`src/rtl/vending_machine_multi.sv`:
```
// Multi-coin vending controller: accumulates 5/10/20 Rs credit toward PRICE,
// vends with change, refunds on cancel or idle timeout, and tracks stock.
module vending_machine_multi #(
    parameter int PRICE     = 3,
    parameter int CREDIT_W  = 5,
    parameter int STOCK_MAX = 8,
    parameter int STOCK_W   = 4,
    parameter int TIMEOUT   = 16
) (
    input  logic                clk,
    input  logic                rst,
    input  logic [1:0]          in,
    input  logic                cancel,
    input  logic                restock,
    output logic                out,
    output logic [CREDIT_W-1:0] change,
    output logic [CREDIT_W-1:0] credit,
    output logic [STOCK_W-1:0]  stock,
    output logic                sold_out
);

    localparam int TW = $clog2(TIMEOUT + 1);
    localparam logic [CREDIT_W-1:0] PRICE_C   = CREDIT_W'(PRICE);
    localparam logic [STOCK_W-1:0]  STOCK_TOP = STOCK_W'(STOCK_MAX);
    localparam logic [TW-1:0]       TIMER_END = TW'(TIMEOUT - 1);

    typedef enum logic [1:0] {
        IDLE     = 2'd0,
        COLLECT  = 2'd1,
        SOLD_OUT = 2'd2
    } state_t;

    state_t              state_q, state_d;
    logic [CREDIT_W-1:0] credit_q, credit_d;
    logic [CREDIT_W-1:0] change_q, change_d;
    logic                out_q, out_d;
    logic [STOCK_W-1:0]  stock_q, stock_d;
    logic                sold_out_q, sold_out_d;
    logic [TW-1:0]       timer_q, timer_d;

    logic [CREDIT_W-1:0] coin_v;
    logic [CREDIT_W-1:0] sum;
    logic                coin;
    logic                vend;

    always_comb begin
        case (in)
            2'b01:   coin_v = CREDIT_W'(1);
            2'b10:   coin_v = CREDIT_W'(2);
            2'b11:   coin_v = CREDIT_W'(4);
            default: coin_v = '0;
        endcase
        coin = (in != 2'b00);
        sum  = credit_q + coin_v;

        state_d  = state_q;
        credit_d = credit_q;
        change_d = '0;
        out_d    = 1'b0;
        timer_d  = timer_q;
        vend     = 1'b0;

        case (state_q)
            IDLE: begin
                if (coin) begin
                    if (coin_v >= PRICE_C) begin
                        out_d    = 1'b1;
                        change_d = coin_v - PRICE_C;
                        vend     = 1'b1;
                    end else begin
                        credit_d = coin_v;
                        state_d  = COLLECT;
                        timer_d  = '0;
                    end
                end
            end
            COLLECT: begin
                // cancel refunds any coin arriving alongside it rather than completing the sale
                if (cancel) begin
                    change_d = sum;
                    credit_d = '0;
                    state_d  = IDLE;
                    timer_d  = '0;
                end else if (coin) begin
                    if (sum >= PRICE_C) begin
                        out_d    = 1'b1;
                        change_d = sum - PRICE_C;
                        credit_d = '0;
                        vend     = 1'b1;
                        state_d  = IDLE;
                    end else begin
                        credit_d = sum;
                    end
                    timer_d = '0;
                end else if (timer_q == TIMER_END) begin
                    change_d = credit_q;
                    credit_d = '0;
                    state_d  = IDLE;
                    timer_d  = '0;
                end else begin
                    timer_d = timer_q + TW'(1);
                end
            end
            SOLD_OUT: begin
                change_d = coin_v;
            end
            default: begin
                state_d  = IDLE;
                credit_d = '0;
            end
        endcase

        stock_d = stock_q;
        if (restock) begin
            stock_d = STOCK_TOP;
        end else if (vend) begin
            stock_d = stock_q - STOCK_W'(1);
        end

        if (vend && !restock && stock_q == STOCK_W'(1)) begin
            state_d = SOLD_OUT;
        end
        if (restock && state_q == SOLD_OUT) begin
            state_d = IDLE;
        end

        sold_out_d = (stock_d == '0);
    end

    always_ff @(posedge clk) begin
        if (rst) begin
            state_q    <= IDLE;
            credit_q   <= '0;
            change_q   <= '0;
            out_q      <= 1'b0;
            stock_q    <= STOCK_TOP;
            sold_out_q <= 1'b0;
            timer_q    <= '0;
        end else begin
            state_q    <= state_d;
            credit_q   <= credit_d;
            change_q   <= change_d;
            out_q      <= out_d;
            stock_q    <= stock_d;
            sold_out_q <= sold_out_d;
            timer_q    <= timer_d;
        end
    end

    assign out      = out_q;
    assign change   = change_q;
    assign credit   = credit_q;
    assign stock    = stock_q;
    assign sold_out = sold_out_q;

endmodule

```
`config.mk`:
```
export PLATFORM = sky130hd
export DESIGN_NAME = vending_machine_multi
export DESIGN_NICKNAME = d
export VERILOG_FILES = /design/src/rtl/vending_machine_multi.sv
export SDC_FILE = /design/constraint.sdc
export NUM_CORES = 1
export LEC_CHECK = 0
export BUFFER_PORTS_ARGS = -buffer_cell sky130_fd_sc_hd__buf_2
export CAP_MARGIN = 20
export CORE_MARGIN = 2
export CORE_UTILIZATION = 45
export CTS_CLUSTER_DIAMETER = 100
export DETAILED_ROUTE_END_ITERATION = 7
export PLACE_DENSITY = 0.65
export SETUP_SLACK_MARGIN = 0.5
export SLEW_MARGIN = 0
export SYNTH_ARGS = -nofsm -noshare
export SYNTH_HDL_FRONTEND = slang
export SYNTH_SLANG_ARGS = --single-unit
```
`constraint.sdc`:
```
create_clock -name clk -period 2.9 [get_ports clk]
set_input_delay 0.145 -clock clk [delete_from_list [all_inputs] [get_ports clk]]
set_output_delay 0.145 -clock clk [all_outputs]
set_load 0.01 [all_outputs]
```
==> metrics <==
outcome=complete, no violations; worst path arrival time=2.59 ns; post-synthesis compound-gate area fraction=20.0%; max-cap violations=0; Hold Crit Endpoint=stock[2]; metal1 wirelength=1680 um; total gr overflow=0; reg2reg end=sold_out; worst reg-to-reg path cell count=8; post-synth cell types=46; drt wl/cell=15.0 um; Final setup viols=0; PortBufs=21; Sink Count=23; skew final=0.00937 ns; final hold vios=0; Tcrit/Tclk final=81.0%; initial antenna violation count=0; top_reg_cell synth=dfxtp_1; post-synthesis xor/xnor area fraction=3.25%; Post-Synthesis Cells=191; antenna cells=0; Pwr Density=375 mW/mm^2; relative slew slack=69.0%; Final Max Tran Viols=0; mux share of post-synthesis cell area=5.23%; main combinational cell family by area after synthesis=simple AND/OR/NAND/NOR gates; filler instances=359; Final Util=53.9%; worst-skew pair later-pin latency=0.32 ns; Ports=22; core footprint=0.00336 mm^2; Die Span Y=63.2 um; die width=63.2 um; post-route setup slack=0.552 ns; setup TNS=0 ns; DR pass1 iterations=4; cell breakdown of the critical path=ha_4 -> inv_1 -> fa_2 -> nand2b_4 -> a211o_1 -> and4b_2 -> a21oi_4 -> mux2i_1; #FFs+latches synth=23; largest net degree at the start of global routing=23; worst vdd ir=0.000176 V; gpl congestion=0.945; hold crit path type=in -> reg; first-pass GRT wire length=6200 um; dpl hpwl=2840 um; Slew @ Worst Pin=0.464 ns; Mapped Avg Cell Area=8.27 um^2; met3 wire length=187 um; wire length on met2=1940 um; critical path type=reg -> reg; total track usage=19.1%; f_max=0.426 GHz; Ys Warns=0; HP Start=restock; Final #Nets=231; Seq/Total Area, Yosys=29.2%; CTS buffer count=3; FP Rows=21; ys async rst share=0%; # DRC=0; Syn Std Cell Area=0.00158 mm^2; simple-gate share of the synthesized area=25.8%; Worst Path Required=3.14 ns; clk root buf=clkbuf_4; Worst Setup End Kind=flop; unrepaired setup endpoints after global routing=false; CTS tree=built; Worst-path clk slew=0.14 ns; top layer in use=met4; Worst R2R Setup Slack=0.55 ns; initial drt markers=103; Initial Utilization=46.9%; Worst Setup Start Kind=flop; Largest stage delay, worst path=0.41 ns; vias in the first global route=1348; number of synthesized flops with an enable pin=0; post-synthesis adder-cell area fraction=10.8%; CTS Hold Bufs=0; hold path depth=3; Syn Nets=210; DRT antenna net count=0; htree depth=1; fraction of layout cells with a size suffix above 1=23.2%; via count=1485; Die ar.=0.00400 mm^2; commonest non-fill, non-tap cells in the layout=dfxtp_1, buf_2, inv_1, nor2_1, a21oi_1; Placement Setup Slack=0.255 ns; drt total wl=3840 um; post-layout min period=2.35 ns; maximum clock path buffer count=2; Layout area overhead=14.9%; r2r startpoint=credit[0]; slowest cell on the critical path=fa_2; drt via density=5.78; Leak=0.784 nW; Max FO, Critical Path=5
worst max path at each step:
stage	cells after the start	startpoint	to	slack (ns)
final	8	credit[0]	sold_out	0.55
after global routing	8	credit[0]	credit[0]	0.49
after CTS	9	credit[0]	sold_out	0.52
after detailed placement	12	in[1]	sold_out	0.25
after global placement	12	in[1]	sold_out	0.25
after floorplan	8	credit[0]	stock[2]	0.59
what timing repair did:
item / 4_1_cts / 5_1_grt
setup endpoints to repair: 8 / 11
buffers inserted: 2 / 2
resized for setup: 3 / 10
pin swaps: 1 / 4
routing by layer:
layer / GRT usage [%] / vias to the layer above
met4: 5.71 / 0
met2: 33.2 / 45
met3: 2.50 / 4
met5: 0 / -
li1: - / 733
met1: 24.7 / 703
logic make-up after synthesis:
kind of cell	after synthesis
fa+ha+maj	13
xor+xnor	5
simple gates	74
buf+inv	24
mux	7
compound gates	45
flops	23
metrics by stage:
step / instance area, um^2 / hold slack [ns] / power, mW / instances
6_report: 1810 / 0.140 / 0.681 / 257
4_1_cts: 1760 / 0.123 / 0.672 / 255
3_5_place_dp: 1710 / 0.470 / 0.511 / 249
3_3_place_gp: 1710 / 0.463 / 0.508 / 249
5_1_grt: 1810 / 0.122 / 0.727 / 257
2_1_floorplan: 1580 / 0.328 / 0.469 / 191
sequential cells by signal (all words and copies together), names as in the netlist:
name,count
change,5
credit,5
timer_q,5
stock,4
state_q,2
out,1
sold_out,1
critical path: cells and delay by family, from the launching register on:
kind                     cells  cell delay [ns]
AND/OR/NAND/NOR              2             0.48
AO/OA/AOI/OAI                2             0.57
multiplexers                 1             0.23
buffers and inverters        1             0.05
flip-flops                   1             0.39
adder cells (fa/ha/maj)      2             0.55
final cells by class:
| type | instances | area (um^2) | share of cell area [%] |
|---|---|---|---|
| timing repair buffer | 25 | 135 | 7.45 |
| multi-input combinational | 144 | 1070 | 59.2 |
| tap | 46 | 57.6 | 3.17 |
| clock buffer | 3 | 22.5 | 1.24 |
| sequential | 23 | 463 | 25.5 |
| inverter | 15 | 56.3 | 3.10 |
| clock inverter | 1 | 5.00 | 0.276 |
report_power, final:
group | internal (mW) | switching [mW] | leakage [nW]
Combinational | 0.0813 | 0.108 | 0.579
Sequential | 0.328 | 0.0119 | 0.188
Clock | 0.0516 | 0.100 | 0.0177
Total | 0.461 | 0.220 | 0.784
cell usage after synthesis, drive strengths merged (2+ instances only):
library cell | count | area share, %
and4b | 2 | 1.3
a211oi | 4 | 1.9
a22oi | 3 | 1.4
nor3b | 2 | 0.95
or2 | 3 | 1.2
a21o | 3 | 1.4
mux2i | 7 | 5.2
and2 | 3 | 1.2
nor2b | 4 | 1.6
a31o | 2 | 1.1
nor3 | 11 | 3.5
or3 | 5 | 2.0
nor4 | 2 | 0.79
a31oi | 3 | 1.2
nand2b | 6 | 2.4
nor2 | 13 | 3.1
o41ai | 2 | 1.1
clkbuf | 8 | 1.9
nand2 | 9 | 2.1
a211o | 3 | 1.7
a21oi | 14 | 4.7
dfxtp | 23 | 29
xnor2 | 4 | 2.2
o21ai | 3 | 0.95
ha | 12 | 9.5
inv | 15 | 3.6
nand3 | 7 | 2.2
nand4 | 3 | 1.6
(Power assumes the default switching activity.)
